`src/rtl/coprocessor_engine.sv`:
```
// coprocessor_engine: byte-serial frame transformer (pass, reverse, upper-case, running checksum) with valid/ready handshake
module coprocessor_engine #(
  parameter int NBYTES = 18,
  parameter int CNT_W = 16,
  localparam int IDX_W = $clog2(NBYTES) + 1
) (
  input  logic                clk,
  input  logic                rst,
  input  logic [8*NBYTES-1:0] din,
  input  logic                din_valid,
  output logic                din_ready,
  input  logic [1:0]          mode,
  output logic [8*NBYTES-1:0] dout,
  output logic                dout_valid,
  input  logic                dout_ready,
  output logic                busy,
  output logic [CNT_W-1:0]    frame_count
);
  typedef enum logic [1:0] {IDLE, PROC, OUT} state_t;
  state_t state;
  logic [8*NBYTES-1:0] in_buf, out_buf;
  logic [1:0] mode_r;
  logic [IDX_W-1:0] idx;
  logic [7:0] acc, fwd, rev, sum, res;
  logic last;
  always_comb begin
    fwd = '0;
    rev = '0;
    for (int k = 0; k < NBYTES; k++)
      if (idx == IDX_W'(k)) begin
        fwd = in_buf[8*k +: 8];
        rev = in_buf[8*(NBYTES-1-k) +: 8];
      end
    sum = acc + fwd;
    res = mode_r == 2'd0 ? fwd :
          mode_r == 2'd1 ? rev :
          mode_r == 2'd2 ? ((fwd >= 8'h61 && fwd <= 8'h7a) ? fwd - 8'h20 : fwd) : sum;
    last = idx == IDX_W'(NBYTES - 1);
  end
  assign din_ready = state == IDLE;
  assign busy = !din_ready;
  assign dout_valid = state == OUT;
  assign dout = out_buf;
  always_ff @(posedge clk) begin
    if (!rst) begin
      state <= IDLE;
      idx <= '0;
      acc <= '0;
      in_buf <= '0;
      out_buf <= '0;
      mode_r <= '0;
      frame_count <= '0;
    end else begin
      unique case (state)
        IDLE: if (din_valid) begin
          in_buf <= din;
          mode_r <= mode;
          idx <= '0;
          acc <= '0;
          state <= PROC;
        end
        PROC: begin
          for (int k = 0; k < NBYTES; k++)
            if (idx == IDX_W'(k)) out_buf[8*k +: 8] <= res;
          acc <= sum;
          idx <= idx + IDX_W'(1);
          if (last) state <= OUT;
        end
        OUT: if (dout_ready) begin
          frame_count <= frame_count + CNT_W'(1);
          state <= IDLE;
        end
        default: state <= IDLE;
      endcase
    end
  end
endmodule

```
`config.mk`:
```
export PLATFORM = sky130hd
export DESIGN_NAME = coprocessor_engine
export DESIGN_NICKNAME = d
export VERILOG_FILES = /design/src/rtl/coprocessor_engine.sv
export SDC_FILE = /design/constraint.sdc
export NUM_CORES = 1
export LEC_CHECK = 0
export ABC_AREA = 1
export CAP_MARGIN = 20
export CORE_MARGIN = 10
export CORE_UTILIZATION = 40
export CTS_CLUSTER_SIZE = 28
export DETAILED_ROUTE_END_ITERATION = 10
export GPL_TIMING_DRIVEN = 0
export MAX_ROUTING_LAYER = met4
export REMOVE_ABC_BUFFERS = 1
export SKIP_CTS_REPAIR_TIMING = 1
export SLEW_MARGIN = 20
export SYNTH_ARGS = -nofsm -noshare
export SYNTH_HDL_FRONTEND = slang
export SYNTH_SLANG_ARGS = --single-unit
```
`constraint.sdc`:
```
create_clock -name clk -period 4.7 [get_ports clk]
set_input_delay 1.41 -clock clk [delete_from_list [all_inputs] [get_ports clk]]
set_output_delay 1.41 -clock clk [all_outputs]
set_load 0.02 [all_outputs]
```
# After elaboration in Yosys (flattened, before gate mapping)
# Cells that the tools add are included.
[op_classes]
muxes = 47
n_addsub = 4
order_cmp = 2
eq_ne = 24
reduce_logical = 28
[ops]
columns = ["operator", "n"]
rows = [
  ["8-bit two-way mux", 40],
  ["6-bit by 4-bit == test with 1-bit output (second input constant)", 8],
  ["2-bit AND reduction", 21],
  ["6-bit by 3-bit == test with 1-bit output (second input constant)", 4],
  ["16-bit by 1-bit adder with 16-bit output (second input constant)", 1],
  ["8-bit one-hot mux with 2 select lines", 1],
  ["6-bit by 2-bit == test with 1-bit output (second input constant)", 2],
  ["6-bit by 5-bit == test with 1-bit output (second input constant)", 2],
  ["6-bit one-hot mux with 2 select lines", 1],
  ["8-bit adder", 1],
  ["8-bit by 7-bit greater-or-equal comparator with 1-bit output (second input constant)", 1],
  ["8-bit by 7-bit <= comparator with 1-bit output (second input constant)", 1],
  ["8-bit by 6-bit subtractor with 8-bit output (second input constant)", 1],
  ["6-bit by 1-bit adder with 6-bit output (second input constant)", 1],
  ["6-bit by 1-bit == test with 1-bit output (second input constant)", 1],
  ["6-bit zero test", 1],
  ["2-bit two-way mux", 3],
  ["6-bit two-way mux", 1],
  ["2-bit one-hot mux with 3 select lines", 1],
  ["2-bit by 1-bit == test with 1-bit output (second input constant)", 2],
  ["2-bit == test (second input constant)", 2],
  ["2-bit zero test", 2],
  ["2-bit != test (second input constant)", 2],
  ["3-bit AND reduction", 1],
  ["other kinds (4)", 4],
]
[word_totals]
out_inout_bits = 163
regBits = 322
inputBits = 150

# Logic depth before layout (Yosys ltp)
[logic_depth]
depth_word = 25
depth_mapped = 41

# Worst setup path after synthesis
# OpenSTA, ideal clock, no wires.
[synth_timing]
path_kind = "register to register"
from = "register idx[1]"
to = "register out_buf[143], in the netlist dout[143]"
setup_time_ns = 0.109
path_buffers = 2
slack_ns = 0.768
path_stages_with_launch = 41
required_time_ns = 4.591
t_arrival_ns = 3.823
cell_sequence = "dfxtp_1 -> inv_1 -> ha_1 -> nand2_2 -> nor2_2 -> buf_4 -> a21oi_1 -> nand2_1 -> nand2_1 -> nand3_1 -> nand2_1 -> nand2_1 -> nand2_1 -> nand2_1 -> nand2_1 -> nand3_1 -> nand2_1 -> nand4_1 -> [5 not listed] -> inv_1 -> ha_1 -> a21oi_1 -> nand2_1 -> a21oi_1 -> o21bai_1 -> nand2_1 -> nand2_1 -> a21oi_1 -> xor2_1 -> xnor2_1 -> nand2_1 -> nand2_1 -> o21ai_4 -> buf_6 -> nand3_2 -> nand2_1 -> inv_1"
[synth_via]
elab_chain_cells = 25
[synth_rtl]
columns = ["item", "line_no", "source"]
rows = [
  ["start, declared", "23", "logic [IDX_W-1:0] idx;"],
  ["start signal, assigned", "66", "idx <= idx + IDX_W'(1);"],
  ["6-bit zero test", "30", "if (idx == IDX_W'(k)) begin"],
  ["8-bit two-way mux (18 in a row)", "30", ""],
  ["8-bit by 7-bit greater-or-equal comparator with 1-bit output / 8-bit by 7-bit <= comparator with 1-bit output (equally long branches)", "37", "mode_r == 2'd2 ? ((fwd >= 8'h61 && fwd <= 8'h7a) ? fwd - 8'h20 : fwd) : sum;"],
  ["1-bit logical AND", "37", ""],
  ["8-bit two-way mux (2 in a row)", "37", ""],
  ["8-bit two-way mux", "36", "mode_r == 2'd1 ? rev :"],
  ["8-bit two-way mux", "35", "res = mode_r == 2'd0 ? fwd :"],
  ["end signal, assigned by index", "64", "if (idx == IDX_W'(k)) out_buf[8*k +: 8] <= res;"],
  ["end, declared", "21", "logic [8*NBYTES-1:0] in_buf, out_buf;"],
]
# Parallel ways exist; a longest one is shown, timed or not.
# A chain may end at the register's enable or synchronous reset.

# Worst setup path in the final report
[layout_timing]
from = "register idx[4]"
to = "register out_buf[15], in the netlist dout[15]"
# Same word-level chain as after synthesis.

==> flow_summary.ini <==
[outcome]
status = finished, violations left
violations = negative setup slack

[clock_tree]
h-tree-depth = 2
clock-root-buffer = clkbuf_16
cts_buffer_depth = 3
clock_latency_ps = 540
clock_sinks = 322
cts_tree = built
clkTransAtPathRegs_ps = 60
cts_inserted_buffers = 38

[routing]
drt-initial-drc-count = 1280
vias_per_cell = 5.113
drc_errors = 0
dr.pass1.iters = 5
wire_per_inst_um = 18.68
vias = 16260
postRouteAntennaNets = 0
wl_um = 59400

[logic_synthesis]
synth_cell_types = 47
yosysMostFrequentCell = nor2_1
avgSynthCellArea_um2 = 6.656
ys_seq_area_frac = 0.4141
yosys-top-cells-area = dfxtp_1 (41%), nor2_1 (11%), nand2_1 (10%)
synth-seq-cells = 322
synth_top_area_frac = 0.4141
synth_edf_count = 0
synthTopCellsByCount = nor2_1 (441), nand2_1 (420), dfxtp_1 (322)
yosys.area.top_type = dfxtp_1
async_reset_ff_frac = 0
yosysWarnings = 0
netlist_area_mm2 = 0.01557
synthCells = 2339
ys_dominant_reg_cell = dfxtp_1

[placement]
hpwlAfterDp_um = 40130
place_inst = 3033
gp_congestion = 0.8984
post-place-ws_ps = -1304
place_area_mm2 = 0.01890
io_buffers = 312

[floorplanning]
dieArea_mm2 = 0.04721
io_pins = 313
die_y_um = 217.3
design.core.area_mm2 = 0.03856
num_rows = 72
die_w_um = 217.3
start_util = 0.4038

[worst_setup_path]
crit_top_cell = nand2_1
cp_max_fo = 8
cp-start-kind = flip-flop
cp.arrival_ps = 5300
path_buf_inv = 4
slowest_delay_ps = 350
crit_type = flip-flop to flip-flop
cp_top_family = simple AND/OR/NAND/NOR gates
required_ps = 5130
slowest_stage = dfxtp_4
cp-end-kind = flip-flop

[power]
swShare = 0.2838
p_clk_frac = 0.420
total_power_w = 0.007074
ir_worst_vdd_mv = 0.2744
power_frac_comb = 0.163
p_leak_nw = 8.927
internal_power_w = 0.005066
seqPwrFrac = 0.417
powerDensity_mw_per_mm2 = 333.2
p_sw_w = 0.002008

[layout]
design_area_mm2 = 0.02123
final_cells = 3180
area_delta_synth_final_pct = 36.36
drive_gt1_frac = 0.1070
final_net_count = 2791

[timing]
hold_viol_final = 0
post-route-worst-setup-slack_ps = -169.4
tns_ps = -2335
report.final.slew_viol_count = 0
fin_crit_sh = 1.036
maxSlewHeadroom = 0.2348
max_freq_ghz = 0.2054
worst_pin_slew_ps = 1144
finalCriticalPeriod_ps = 4869
rsz0062_at_grt = true
skew_ps = 20.97
finalSetupViolCount = 18

[global_routing]
grt_pass1_vias = 14760
grt_max_degree = 120
grt_antenna_before_repair = 8
grt_usage = 0.2353
overflow = 0
grt_pass1_wl_um = 86390

[flow_run]
cap_violations = 0

[min_path]
hp-class = flip-flop to flip-flop
## cells by family after synthesis
logic type / after synthesis / share of synthesized area
and+or+nand+nor: 1093 / 0.2914
AOI/OAI and AO/OA: 531 / 0.1817
buffers and inverters: 372 / 0.09717
DFF: 322 / 0.4141
adders and majority gates: 14 / 0.01173
xor gates and xnor gates: 7 / 0.003938
## routing by layer
| layer | share of wire | wire (µm) | global-route usage |
|---|---|---|---|
| met1 | 0.43 | 25740 | 0.2910 |
| met3 | 0.073 | 4330 | 0.05548 |
| met2 | 0.48 | 28420 | 0.3847 |
| met4 | 0.015 | 901 | 0.04871 |
| met5 | 0 | 0 | - |
## final timing paths
check | startpoint | to | slack, ps | cells after the start
worst min register to register | frame_count[15] | frame_count[15] | 460 | 1
worst max register to register | idx[4] | dout[15] | -170 | 39
worst max-delay path | idx[4] | dout[15] | -170 | 39
worst min-delay path | frame_count[15] | frame_count[15] | 460 | 1
## state kept, by name, indices dropped and copies added, names as in the netlist
register and count:
mode_r 2, state 2, in_buf 144, frame_count 16, idx 6, dout 144
acc 8
## power groups by stage
| stage | Sequential, W | Combinational (W) | Clock (W) |
|---|---|---|---|
| floorplan | 0.00299 | 0.000545 | 0 |
| global placement | 0.00300 | 0.00101 | 0 |
| detailed placement | 0.00300 | 0.00101 | 0 |
| CTS | 0.00294 | 0.00102 | 0.00303 |
| global route | 0.00296 | 0.00126 | 0.00313 |
| finish | 0.00295 | 0.00115 | 0.00297 |
## per-stage QoR
stage | utilization | hold WS [ps]
2_1_floorplan | - | 435.2
3_3_place_gp | 0.4846 | 445.5
3_5_place_dp | 0.4901 | 457.4
4_1_cts | 0.5223 | 467.1
5_1_grt | 0.5506 | 482.5
6_report | 0.5506 | 462.1
## worst register-to-register path: cells and delay by family, from the launching register on
family,cells,cell delay [ps]
AND/OR/NAND/NOR,27,2630
buffers and inverters,4,490
flip-flops,1,350
AO/OA/AOI/OAI,5,730
adder cells (fa/ha/maj),1,230
XOR/XNOR,2,310
## area by class of cell
type / instances / area [µm²]
Timing Repair inverter: 5 / 28.78
Timing Repair Buffer: 381 / 3829
Fill cell: 3759 / 17330
Tap cell: 518 / 648.1
Clock inverter: 12 / 145.1
Clock buffer: 55 / 1096
Inverter: 228 / 914.6
Multi-Input combinational cell: 1651 / 8089
Antenna cell: 8 / 20.02
Sequential cell: 322 / 6457
## layout by cell type (no fill, tap or decap), drive strengths merged
cell type      count
a211oi             2
a21oi            201
a22oi              2
a31oi              2
buf               68
bufinv             3
clkbuf            57
clkdlybuf4s50    311
clkinv            10
clkinvlp          14
dfxtp            322
diode              8
fa                 1
ha                13
inv              218
nand2            432
nand3            174
nand3b             1
nand4              5
nor2             457
nor3               9
nor3b              1
nor4               2
o211ai            22
o21a              20
o21ai            279
o21bai             1
o22ai              2
or2               18
xnor2              2
xor2               5
Note: power is estimated with default switching activity, not from simulation.
